[src/rtl/l1_l2_arbiter.sv]
// Round-robin arbiter sharing one L2 port between the L1 I-cache and L1 D-cache.
// One full line transaction at a time; a granted side keeps the port until l2_resp.
module l1_l2_arbiter #(
  parameter int ADDR_W = 32,
  parameter int LINE_W = 256
) (
  input  logic              clk,
  input  logic              rst,
  input  logic              i_read,
  input  logic [ADDR_W-1:0] i_address,
  output logic [LINE_W-1:0] i_rdata,
  output logic              i_resp,
  input  logic              d_read,
  input  logic              d_write,
  input  logic [ADDR_W-1:0] d_address,
  input  logic [LINE_W-1:0] d_wdata,
  output logic [LINE_W-1:0] d_rdata,
  output logic              d_resp,
  output logic              l2_read,
  output logic              l2_write,
  output logic [ADDR_W-1:0] l2_address,
  output logic [LINE_W-1:0] l2_wdata,
  input  logic [LINE_W-1:0] l2_rdata,
  input  logic              l2_resp,
  output logic [1:0]        dbg_state
);

  // Handshake: a requester raises its request and holds address/wdata stable;
  // the arbiter answers with a one-cycle x_resp coincident with l2_resp, and the
  // requester drops its request the cycle after. Grants are never preempted.

  typedef enum logic [1:0] {
    IDLE    = 2'd0,
    SERVE_I = 2'd1,
    SERVE_D = 2'd2
  } state_t;

  state_t state, state_next;
  logic   last_grant;  // 0 = I, 1 = D
  logic   i_req, d_req;

  assign i_req     = i_read;
  assign d_req     = d_read | d_write;
  assign dbg_state = state;

  always_ff @(posedge clk or posedge rst) begin
    if (rst) begin
      state      <= IDLE;
      last_grant <= 1'b0;
    end else begin
      state <= state_next;
      if (state == IDLE && state_next != IDLE)
        last_grant <= (state_next == SERVE_D);
    end
  end

  always_comb begin
    state_next = state;
    l2_read    = 1'b0;
    l2_write   = 1'b0;
    l2_address = '0;
    l2_wdata   = '0;
    i_resp     = 1'b0;
    i_rdata    = '0;
    d_resp     = 1'b0;
    d_rdata    = '0;
    case (state)
      IDLE: begin
        // l2_resp is deliberately ignored here; spurious completions do nothing.
        if (i_req && d_req)
          state_next = last_grant ? SERVE_I : SERVE_D;
        else if (i_req)
          state_next = SERVE_I;
        else if (d_req)
          state_next = SERVE_D;
      end
      SERVE_I: begin
        l2_read    = 1'b1;
        l2_address = i_address;
        if (l2_resp) begin
          i_resp     = 1'b1;
          i_rdata    = l2_rdata;
          state_next = IDLE;
        end
      end
      SERVE_D: begin
        // Read and write together is a protocol error; the write takes priority.
        l2_read    = d_read & ~d_write;
        l2_write   = d_write;
        l2_address = d_address;
        l2_wdata   = d_wdata;
        if (l2_resp) begin
          d_resp     = 1'b1;
          d_rdata    = l2_rdata;
          state_next = IDLE;
        end
      end
      default: state_next = IDLE;
    endcase
  end

endmodule
[config.mk]
export PLATFORM = sky130hd
export DESIGN_NAME = l1_l2_arbiter
export DESIGN_NICKNAME = d
export VERILOG_FILES = /design/src/rtl/l1_l2_arbiter.sv
export SDC_FILE = /design/constraint.sdc
export NUM_CORES = 1
export LEC_CHECK = 0
export CORE_AREA = 2 2 542 544
export CTS_CLUSTER_SIZE = 10
export DETAILED_ROUTE_END_ITERATION = 16
export DIE_AREA = 0 0 544 546
export SYNTH_ARGS = -nofsm -noshare
export SYNTH_HDL_FRONTEND = slang
export SYNTH_SLANG_ARGS = --single-unit
[constraint.sdc]
create_clock -name clk -period 2.1 [get_ports clk]
set_input_delay 0.42 -clock clk [delete_from_list [all_inputs] [get_ports clk]]
set_output_delay 0.42 -clock clk [all_outputs]
set_load 0.02 [all_outputs]
==> qor.yml, run 1 <==
synth:
  syn_inst: 1020
  synth-seq-cells: 3
  syn_area_per_cell_um2: 6.10
  yosys.area.top_type: "and3_1"
  synth_area_leaders: "and3_1 51%, and2_1 26%, clkbuf_1 4.9%, buf_2 3.9%, a22oi_1 3.9%"
  synthDistinctLibCells: 25
  syn_area_mm2: 0.00622
  ys_warn_count: 0
  synth_edf_count: 0
  ys.flop_type: "dfrtp_1"
  syn_nets: 1606
  synth.top_cell.area_share_pct: 51.5
  ys_seq_area_share_pct: 1.21
  ys_async_sr_fraction_pct: 100
clock_network:
  clk_latency_ns: 0.23
  hold_buffers: 0
  tritoncts: "built"
  h-tree-depth: 1
  cts_sinks: 3
  root_buffer: "clkbuf_16"
  cts_max_path_buffers: 2
  cts.clk_slew.worst_paths_ns: 0.03
  cts_made_buffers: 3
floorplanning:
  rows: 199
  dieArea_mm2: 0.297
  initial_core_util_pct: 2.13
  core_area_mm2: 0.292
  die_x_um: 544
  ioPinCount: 1388
  die_height_um: 546
sta:
  tightest_slew_ns: 0.787
  holdWs_ns: 0.496
  rsz0062_at_grt: "yes"
  setup_viol: 772
  finalMaxSlewViolations: 0
  finalWorstSetupSlack_ns: -0.328
  setup-tns-final_ns: -127.25
  period_needed_ns: 2.43
  max_freq_ghz: 0.412
  skew_ns: 0.00371
  hold_viol: 0
  timing.slew.headroom_pct: 47.5
  period_share_pct: 116
drt:
  drc_errors: 0
  vias: 15541
  detail_route.first_pass.iterations: 7
  wl_um: 241000
  drt_iter0_drc: 828
  vias_per_cell: 2.42
  ant_nets: 0
  routedWlPerCell_um: 37.4
setup_path:
  required_ns: 1.68
  arrival_ns: 2.01
  path_max_fanout: 8
  worstSetupPathType: "reg2out"
  critPathCaptureType: "output pin"
  startpoint_type: "flip-flop"
outcome:
  outcome: "finished, violations left"
  violations: "negative setup slack"
grt:
  grt_pass1_vias: 14879
  antenna_found_initial: 158
  grt_util_all_layers_pct: 15.3
  grt_max_degree: 88
  gr-total-overflow: 0
  grt_pass1_wl_um: 270000
power_and_ir_drop:
  powerDensity_mw_per_mm2: 942
  power.static_leakage_uw: 0.0140
  ir_drop_mv: 0.734
job:
  drv_cap: 0
finish:
  area_growth_pct: 456
  layout-drive-gt1-share_pct: 51.8
  n_fill_cell: 33309
  nets: 3054
place:
  place_ws_ns: -0.508
  dp.final_hpwl_um: 218000
  port_buffers: 1387
  place.gp.congestion: 1.15
min_path:
  hold_class: "in2async"
==> kinds of logic after synthesis <==
kind of cell             Yosys count  share of synthesized area (%)
AO/OA/AOI/OAI                     42                           5.01
flip-flops                         3                           1.21
adder cells (fa/ha/maj)            4                          0.804
AND/OR/NAND/NOR                  813                           81.6
buffers and inverters            158                           11.4
==> worst max-delay path, stage by stage, from the launching register on <==
cell and delay (ns):
dfrtp_1 0.42, ha_4 0.23, buf_16 0.19, buf_4 0.16, buf_12 0.13, a22oi_1 0.34, nor2b_2 0.13, buf_12 0.15
==> cell usage after synthesis (2+ instances only) <==
cell type and n:
inv_1 5, dfrtp_1 3, ha_1 4, a21oi_1 2, buf_2 48, a22oi_1 32, nor2_1 2, o21ai_0 2
nor2b_1 35, and2_1 259, clkbuf_2 15, and3_1 512, buf_4 8, o211ai_1 2, clkbuf_1 81
==> flip-flops by register name (all words and copies together), names as in the netlist <==
signal,cells
last_grant,1
dbg_state,2
==> path summary, 6_finish.rpt <==
path	end	start	cells past startpoint	slack, ns
max in group asynchronous	dbg_state[0]	rst	2	1.45
worst max-delay path	l2_address[20]	dbg_state[0]	7	-0.33
worst min-delay path	last_grant	rst	2	0.50
worst max register to register	last_grant	dbg_state[0]	8	0.09
min in group clk	last_grant	last_grant	1	0.57
worst min register to register	last_grant	last_grant	1	0.57
==> area by class of cell <==
class | count | area, µm² | area share, %
Timing Repair Buffer | 1596 | 22500 | 65.1
Inverter | 5 | 18.8 | 0.0543
Antenna cell | 40 | 100 | 0.289
Multi-Input combinational cell | 859 | 6880 | 19.9
Sequential cell | 3 | 75.1 | 0.217
Tap cell | 3919 | 4900 | 14.2
Clock buffer | 4 | 78.8 | 0.228
==> layer usage <==
metal  wire length (µm)  GRT usage (%)  share of wire, %  vias up
met5               1010          0.714              0.42        -
met4               5410           2.71               2.2       82
met3              26200           6.87                11      297
met2              96900           21.8                40     1270
met1             111000           20.9                46     7387
li1                   -              -                 -     6505
==> through the flow <==
step	total power, µW	std cells	cell area [µm²]	util [%]
after floorplan	7360	1020	6220	-
after global placement	26600	6280	31100	10.6
after detailed placement	26600	6280	31100	10.6
after CTS	30600	6335	33000	11.3
after global routing	34000	6410	34500	11.8
final	32600	6426	34600	11.8
==> layout by cell type (no fill, tap or decap), drive strengths merged <==
cell / synthesis / final
a21oi: 2 / 2
a22oi: 32 / 32
and2: 259 / 259
and3: 512 / 512
buf: 57 / 895
bufbuf: 0 / 2
clkbuf: 96 / 28
clkdlybuf4s15: 0 / 18
clkdlybuf4s50: 0 / 580
dfrtp: 3 / 3
diode: 0 / 40
dlygate4sd2: 0 / 77
ha: 4 / 4
inv: 5 / 5
nand2: 1 / 1
nand3: 1 / 1
nor2: 2 / 2
nor2b: 35 / 35
nor3: 1 / 1
nor3b: 1 / 1
o211a: 1 / 1
o211ai: 2 / 2
o21a: 1 / 1
o21ai: 2 / 2
o2bb2ai: 1 / 1
o311a: 1 / 1
or2: 1 / 1
==> timing repair <==
action / in CTS / in global routing
endpoints found under the setup margin: 747 / 793
cloned: 21 / 23
pin swaps: 9 / 6
resized for setup: 566 / 283
buffers inserted: 31 / 32
==> power by group <==
group          switching [µW]  internal [µW]
clock                    58.7            251
combinational           16200          16000
sequential               26.0           84.3
total                   16300          16300
No activity file was read; power rests on OpenSTA's default activity.
==> run 2: changes to the inputs <==
- GPL_TIMING_DRIVEN: default -> 0
==> run 2 against run 1 <==
  * The run still ends with negative setup slack left
  * First-iteration DRC count is 68% higher
  * Cell area fell by 21%
  * Clock-buffer cell count unchanged
  * Sequential cell count is the same
  * Combinational power decreased by 29%
  * Critical endpoint is now d_rdata[0]
  * Largest power group unchanged
  * Highest routed layer unchanged
==> qor.yml, run 2 (synthesis gave the netlist of run 1 again) <==
setup_path:
  critPathCaptureType: "output pin"
  r2r-start: "dbg_state[0]"
  arrival_ns: 2.10  # +0.09 ns
  worstPathCellList: "clkdlybuf4s50_1 > and3_1 > dlygate4sd2_1"
  crit_buf_inv: 2  # -2
  worstSetupPathType: "in2out"
  startpoint_type: "primary input"
  required_ns: 1.68  # about the same
  path_max_fanout: 4  # -4
  r2r-end: "last_grant"
  critPathMaxStageDelay_ns: 0.99  # +0.57 ns
  slowest_stage: "clkdlybuf4s50_1"
  crit_family: "buffers and inverters"
  r2r_cells: 5  # -3
  r2r_slack_ns: 0.36  # +0.27 ns
sta:
  max_freq_ghz: 0.396  # -3.8%
  period_needed_ns: 2.52  # +0.0964 ns
  timing.slew.headroom_pct: 34.2  # -13 points
  setup_viol: 800  # +3.6%
  rsz0062_at_grt: "yes"
  skew_ns: 0.00279  # -0.000926 ns
  period_share_pct: 120  # +4.6 points
  finalMaxSlewViolations: 0  # unchanged
  hold_viol: 0  # unchanged
  tightest_slew_ns: 0.986  # +0.199 ns
  holdWs_ns: 0.448  # -0.0484 ns
  finalWorstSetupSlack_ns: -0.425  # -0.0964 ns
  setup-tns-final_ns: -173.21  # -45.96 ns
floorplanning:
  die_x_um: 544  # unchanged
  initial_core_util_pct: 2.13  # unchanged
  core_area_mm2: 0.292  # unchanged
  ioPinCount: 1388  # unchanged
  die_height_um: 546  # unchanged
  dieArea_mm2: 0.297  # unchanged
  rows: 199  # unchanged
clock_network:
  h-tree-depth: 1  # unchanged
  cts_made_buffers: 3  # unchanged
  cts_sinks: 3  # unchanged
  clk_latency_ns: 0.23  # about the same
  root_buffer: "clkbuf_16"
  cts_max_path_buffers: 2  # unchanged
  tritoncts: "built"
  hold_buffers: 0  # unchanged
  cts.clk_slew.worst_paths_ns: 0.03  # about the same
grt:
  grt_util_all_layers_pct: 15.8  # +0.53 points
  grt_max_degree: 12  # -86%
  grt_pass1_wl_um: 278000  # +3.0%
  grt_pass1_vias: 15332  # +3.0%
  gr-total-overflow: 0  # unchanged
  antenna_found_initial: 305  # +93%
finish:
  final_area_mm2: 0.0273  # -21%
  final_cell_mix: "579 x clkdlybuf4s50_1, 413 x and3_1, 189 x and2_1, 185 x buf_6, 161 x buf_4"
  nets: 3062  # +0.26%
  layout-drive-gt1-share_pct: 42.3  # -9.5 points
  ff_latch_area_um2: 77.6  # +3.3%
  multi_input_area_mm2: 0.00618  # -10%
  postLayoutCoreUtil_pct: 9.36  # -2.5 points
  area_growth_pct: 339
  largest_reg_flops: 2  # unchanged
  n_fill_cell: 34222  # +2.7%
  layout_commonest_cell: "clkdlybuf4s50_1"
drt:
  ant_nets: 0  # unchanged
  detail_route.first_pass.iterations: 5  # -2
  drt_iter0_drc: 1393  # +68%
  drc_errors: 0  # unchanged
  vias: 17094  # +10%
  wl_um: 247000  # +2.6%
  vias_per_cell: 2.63  # +8.6%
  routedWlPerCell_um: 37.9  # +1.3%
min_path:
  hold_class: "in2async"
power_and_ir_drop:
  powerDensity_mw_per_mm2: 857  # -9.0%
  power.static_leakage_uw: 0.0124  # -12%
  ir_drop_mv: 0.635  # -14%
place:
  place_ws_ns: -2.34  # -1.83 ns
  dp.final_hpwl_um: 228000  # +4.9%
  place.gp.congestion: 1.03  # -10%
  placed_cell_area_mm2: 0.0250  # -19%
  port_buffers: 1387  # unchanged
outcome:
  outcome: "finished, violations left"
  violations: "negative setup slack"
job:
  drv_cap: 0  # unchanged
## run 2: area by class of cell
type | count | share of cell area (%)
plain buffers | 150 | 6.54
clock buffers | 4 | 0.288
repair buffers | 1454 | 51.2
diodes | 116 | 1.06
well taps | 3919 | 17.9
multi-input cells | 859 | 22.6
inverters | 5 | 0.0778
flip-flops and latches | 3 | 0.284
## run 2: what timing repair did
action | in CTS | in global routing
buffers inserted | 30 | 22
endpoints found under the setup margin | 804 | 804
pin swaps | 3 | 5
resized for setup | 2564 | 1500
gates cloned | 12 | 5
## run 2: how the worst max path moves through the flow
stage	start	to	slack, ns	cells past startpoint
after global routing	dbg_state[0]	d_rdata[137]	-0.46	7
after floorplan	dbg_state[0]	l2_address[10]	0.07	7
after CTS	dbg_state[0]	l2_address[24]	-0.47	9
after detailed placement	dbg_state[0]	d_rdata[7]	-2.34	8
after global placement	l2_resp	d_resp	-2.55	6
final	l2_rdata[0]	d_rdata[0]	-0.42	3
## run 2: report_power, final
group	switching (µW)	internal, µW
clock	51.6	250
combinational	13400	9640
sequential	35.9	87.5
total	13500	9970
## run 2: metrics by stage
step | power [µW] | instances
floorplan | 7360 | 1020
global placement | 19700 | 6326
detailed placement | 19700 | 6326
CTS | 22100 | 6372
global route | 24500 | 6444
finish | 23400 | 6510
## run 2: routing by layer
layer  part of all wire, %  global-route usage, %  routed length [µm]
met1                    43                   20.7              107000
met2                    39                   22.4               95900
met3                    14                   8.82               35000
met4                   3.0                   3.29                7490
met5                  0.58                      0                1440
==> run 3: changes to the inputs <==
- clock period: 2.1 -> 2.3 ns (I/O delays scaled with it)
==> run 3 against run 2 <==
  * The flow still finishes with violations (negative setup slack)
  * Core utilization grew 0.38 points
  * Clock-buffer cell count is the same
  * Total power shrank 4.3%
  * Sequential cell count is the same
  * Via count grew 1.5%
  * First-iteration DRC count grew 16%
  * Sequential share of layout area is essentially flat
  * Register-to-register slack gained 0.23 ns
  * Critical path depth grew 4
  * Hold slack gained 0.039 ns
  * Cell area grew 4.1%
  * Non-clock buffer count grew 19
==> qor.yml, run 3 (synthesis gave the netlist of run 1 again) <==
outcome:
  outcome: "finished, violations left"
  violations: "negative setup slack"
job:
  drv_cap: 0  # unchanged
setup_path:
  critPathCaptureType: "output pin"
  path_common_cell: "buf_12"
  startpoint_type: "flip-flop"
  required_ns: 1.84  # +0.16 ns
  path_max_fanout: 10  # +6
  worstSetupPathType: "reg2out"
  worstPathCellList: "inv_2 > ha_4 > buf_12 > buf_12 > buf_4 > and3_4 > clkdlybuf4s15_2"
  slowest_stage: "dfrtp_2"
  arrival_ns: 2.10  # about the same
  critPathMaxStageDelay_ns: 0.43  # -0.56 ns
grt:
  gr-total-overflow: 0  # unchanged
  grt_busiest_layer: "met2"
  grt_max_degree: 11  # -1
  use_met1_pct: 21.0  # +0.37 points
  grt_util_all_layers_pct: 15.9  # +0.032 points
  antenna_found_initial: 296  # -3.0%
  grt_pass1_vias: 15425  # +0.61%
  use_met3_pct: 8.15  # -0.67 points
  gr-usage-met2_pct: 22.4  # +0.043 points
  grt_pass1_wl_um: 278000  # +0.21%
sta:
  setup_viol: 650  # -19%
  skew_ns: 0.00199  # -0.000793 ns
  finalWorstSetupSlack_ns: -0.258  # +0.166 ns
  holdWs_ns: 0.487  # +0.0390 ns
  tightest_slew_ns: 1.02  # +0.0303 ns
  period_share_pct: 111
  setup-tns-final_ns: -72.26  # +100.95 ns
  rsz0062_at_grt: "yes"
  finalMaxSlewViolations: 0  # unchanged
  period_needed_ns: 2.56
  max_freq_ghz: 0.391
  hold_viol: 0  # unchanged
  timing.slew.headroom_pct: 32.3  # -1.9 points
finish:
  finalNonFillerCells: 6533  # +0.35%
  ff_latch_area_um2: 77.6  # unchanged
  final_cell_mix: "565 x clkdlybuf4s50_1, 395 x and3_1, 233 x dlygate4sd2_1, 204 x buf_6, 171 x and2_1"
  layout-drive-gt1-share_pct: 41.5  # -0.80 points
  n_fill_cell: 34099  # -0.36%
  largest_reg_flops: 2  # unchanged
  multi_input_area_mm2: 0.00633  # +2.4%
  nets: 3081  # +0.62%
  layout_commonest_cell: "clkdlybuf4s50_1"
  area_growth_pct: 357
drt:
  routedWlPerCell_um: 37.9  # about the same
  detail_route.first_pass.iterations: 5  # unchanged
  drc_errors: 0  # unchanged
  ant_nets: 0  # unchanged
  vias_per_cell: 2.66  # +1.1%
  drt_iter0_drc: 1612  # +16%
  wl_um: 248000  # +0.32%
  vias: 17348  # +1.5%
clock_network:
  h-tree-depth: 1  # unchanged
  cts.clk_slew.worst_paths_ns: 0.03  # about the same
  hold_buffers: 0  # unchanged
  root_buffer: "clkbuf_16"
  tritoncts: "built"
  clk_latency_ns: 0.23  # about the same
  cts_sinks: 3  # unchanged
  cts_max_path_buffers: 2  # unchanged
  cts_made_buffers: 3  # unchanged
place:
  dp.final_hpwl_um: 228000  # unchanged
  dp_cells: 6326  # unchanged
  port_buffers: 1387  # unchanged
  place.gp.congestion: 1.03  # unchanged
floorplanning:
  rows: 199  # unchanged
  dieArea_mm2: 0.297  # unchanged
  die_x_um: 544  # unchanged
  ioPinCount: 1388  # unchanged
  core_area_mm2: 0.292  # unchanged
  initial_core_util_pct: 2.13  # unchanged
  die_height_um: 546  # unchanged
min_path:
  hold_class: "in2async"
power_and_ir_drop:
  power.static_leakage_uw: 0.0128  # +3.5%
  powerDensity_mw_per_mm2: 788  # -8.1%
  ir_drop_mv: 0.640  # +0.88%
-- run 3: cell types whose count changed in the layout (fill, tap and decap cells not counted), sizes merged --
cell / change
dlygate4sd2: +111
buf: -50
clkbuf: -40
clkdlybuf4s50: -14
clkdlybuf4s15: +12
diode: +4
-- run 3: area by class of cell --
| class | count | area share (%) |
|---|---|---|
| timing repair buffer | 1470 | 52.2 |
| multi-input combinational | 859 | 22.3 |
| tap | 3919 | 17.2 |
| buffer | 153 | 6.64 |
| antenna | 120 | 1.06 |
| clock buffer | 4 | 0.277 |
| sequential | 3 | 0.273 |
| inverter | 5 | 0.0659 |
-- run 3: worst paths after layout --
kind,slack [ns],from,end,cells after the start
setup / recovery,-0.26,dbg_state[1],i_rdata[158],7
hold / removal,0.49,rst,dbg_state[1],2
setup reg to reg,0.59,dbg_state[0],last_grant,6
hold reg to reg,0.60,last_grant,last_grant,1
max in group asynchronous,1.67,rst,dbg_state[0],2
min in group clk,0.60,last_grant,last_grant,1
-- run 3: critical path, delay by kind of cell (launching register included) --
kind | cells | cell delay, ns
adders and majority gates | 1 | 0.16
buffers and inverters | 5 | 0.95
DFF | 1 | 0.43
and+or+nand+nor | 1 | 0.26
-- run 3: layer usage --
layer / vias to the layer above / routed length (µm) / share of wire (%)
met1: 8284 / 110000 / 44
li1: 6670 / - / -
met2: 1802 / 96600 / 39
met5: - / 941 / 0.38
met3: 458 / 33100 / 13
met4: 134 / 7300 / 2.9
-- run 3: stage by stage --
step,power (µW),setup slack (ns),cell area [µm²],util (%)
global route,23400,-0.329,28300,9.69
detailed placement,18000,-2.18,25000,8.57
floorplan,6720,0.231,6220,-
global placement,18000,-2.43,25000,8.56
finish,22400,-0.258,28500,9.74
CTS,21100,-0.335,27300,9.36
-- run 3: what timing repair did --
action	in CTS	in global routing
cloned	14	5
pin swaps	3	2
resized for setup	2793	1104
setup endpoints to repair	804	792
setup buffers	40	28
-- run 3: report_power, final --
group	internal (µW)	switching, µW
registers	79.9	29.6
clock network	228	46.0
logic	9550	12500
total	9860	12600
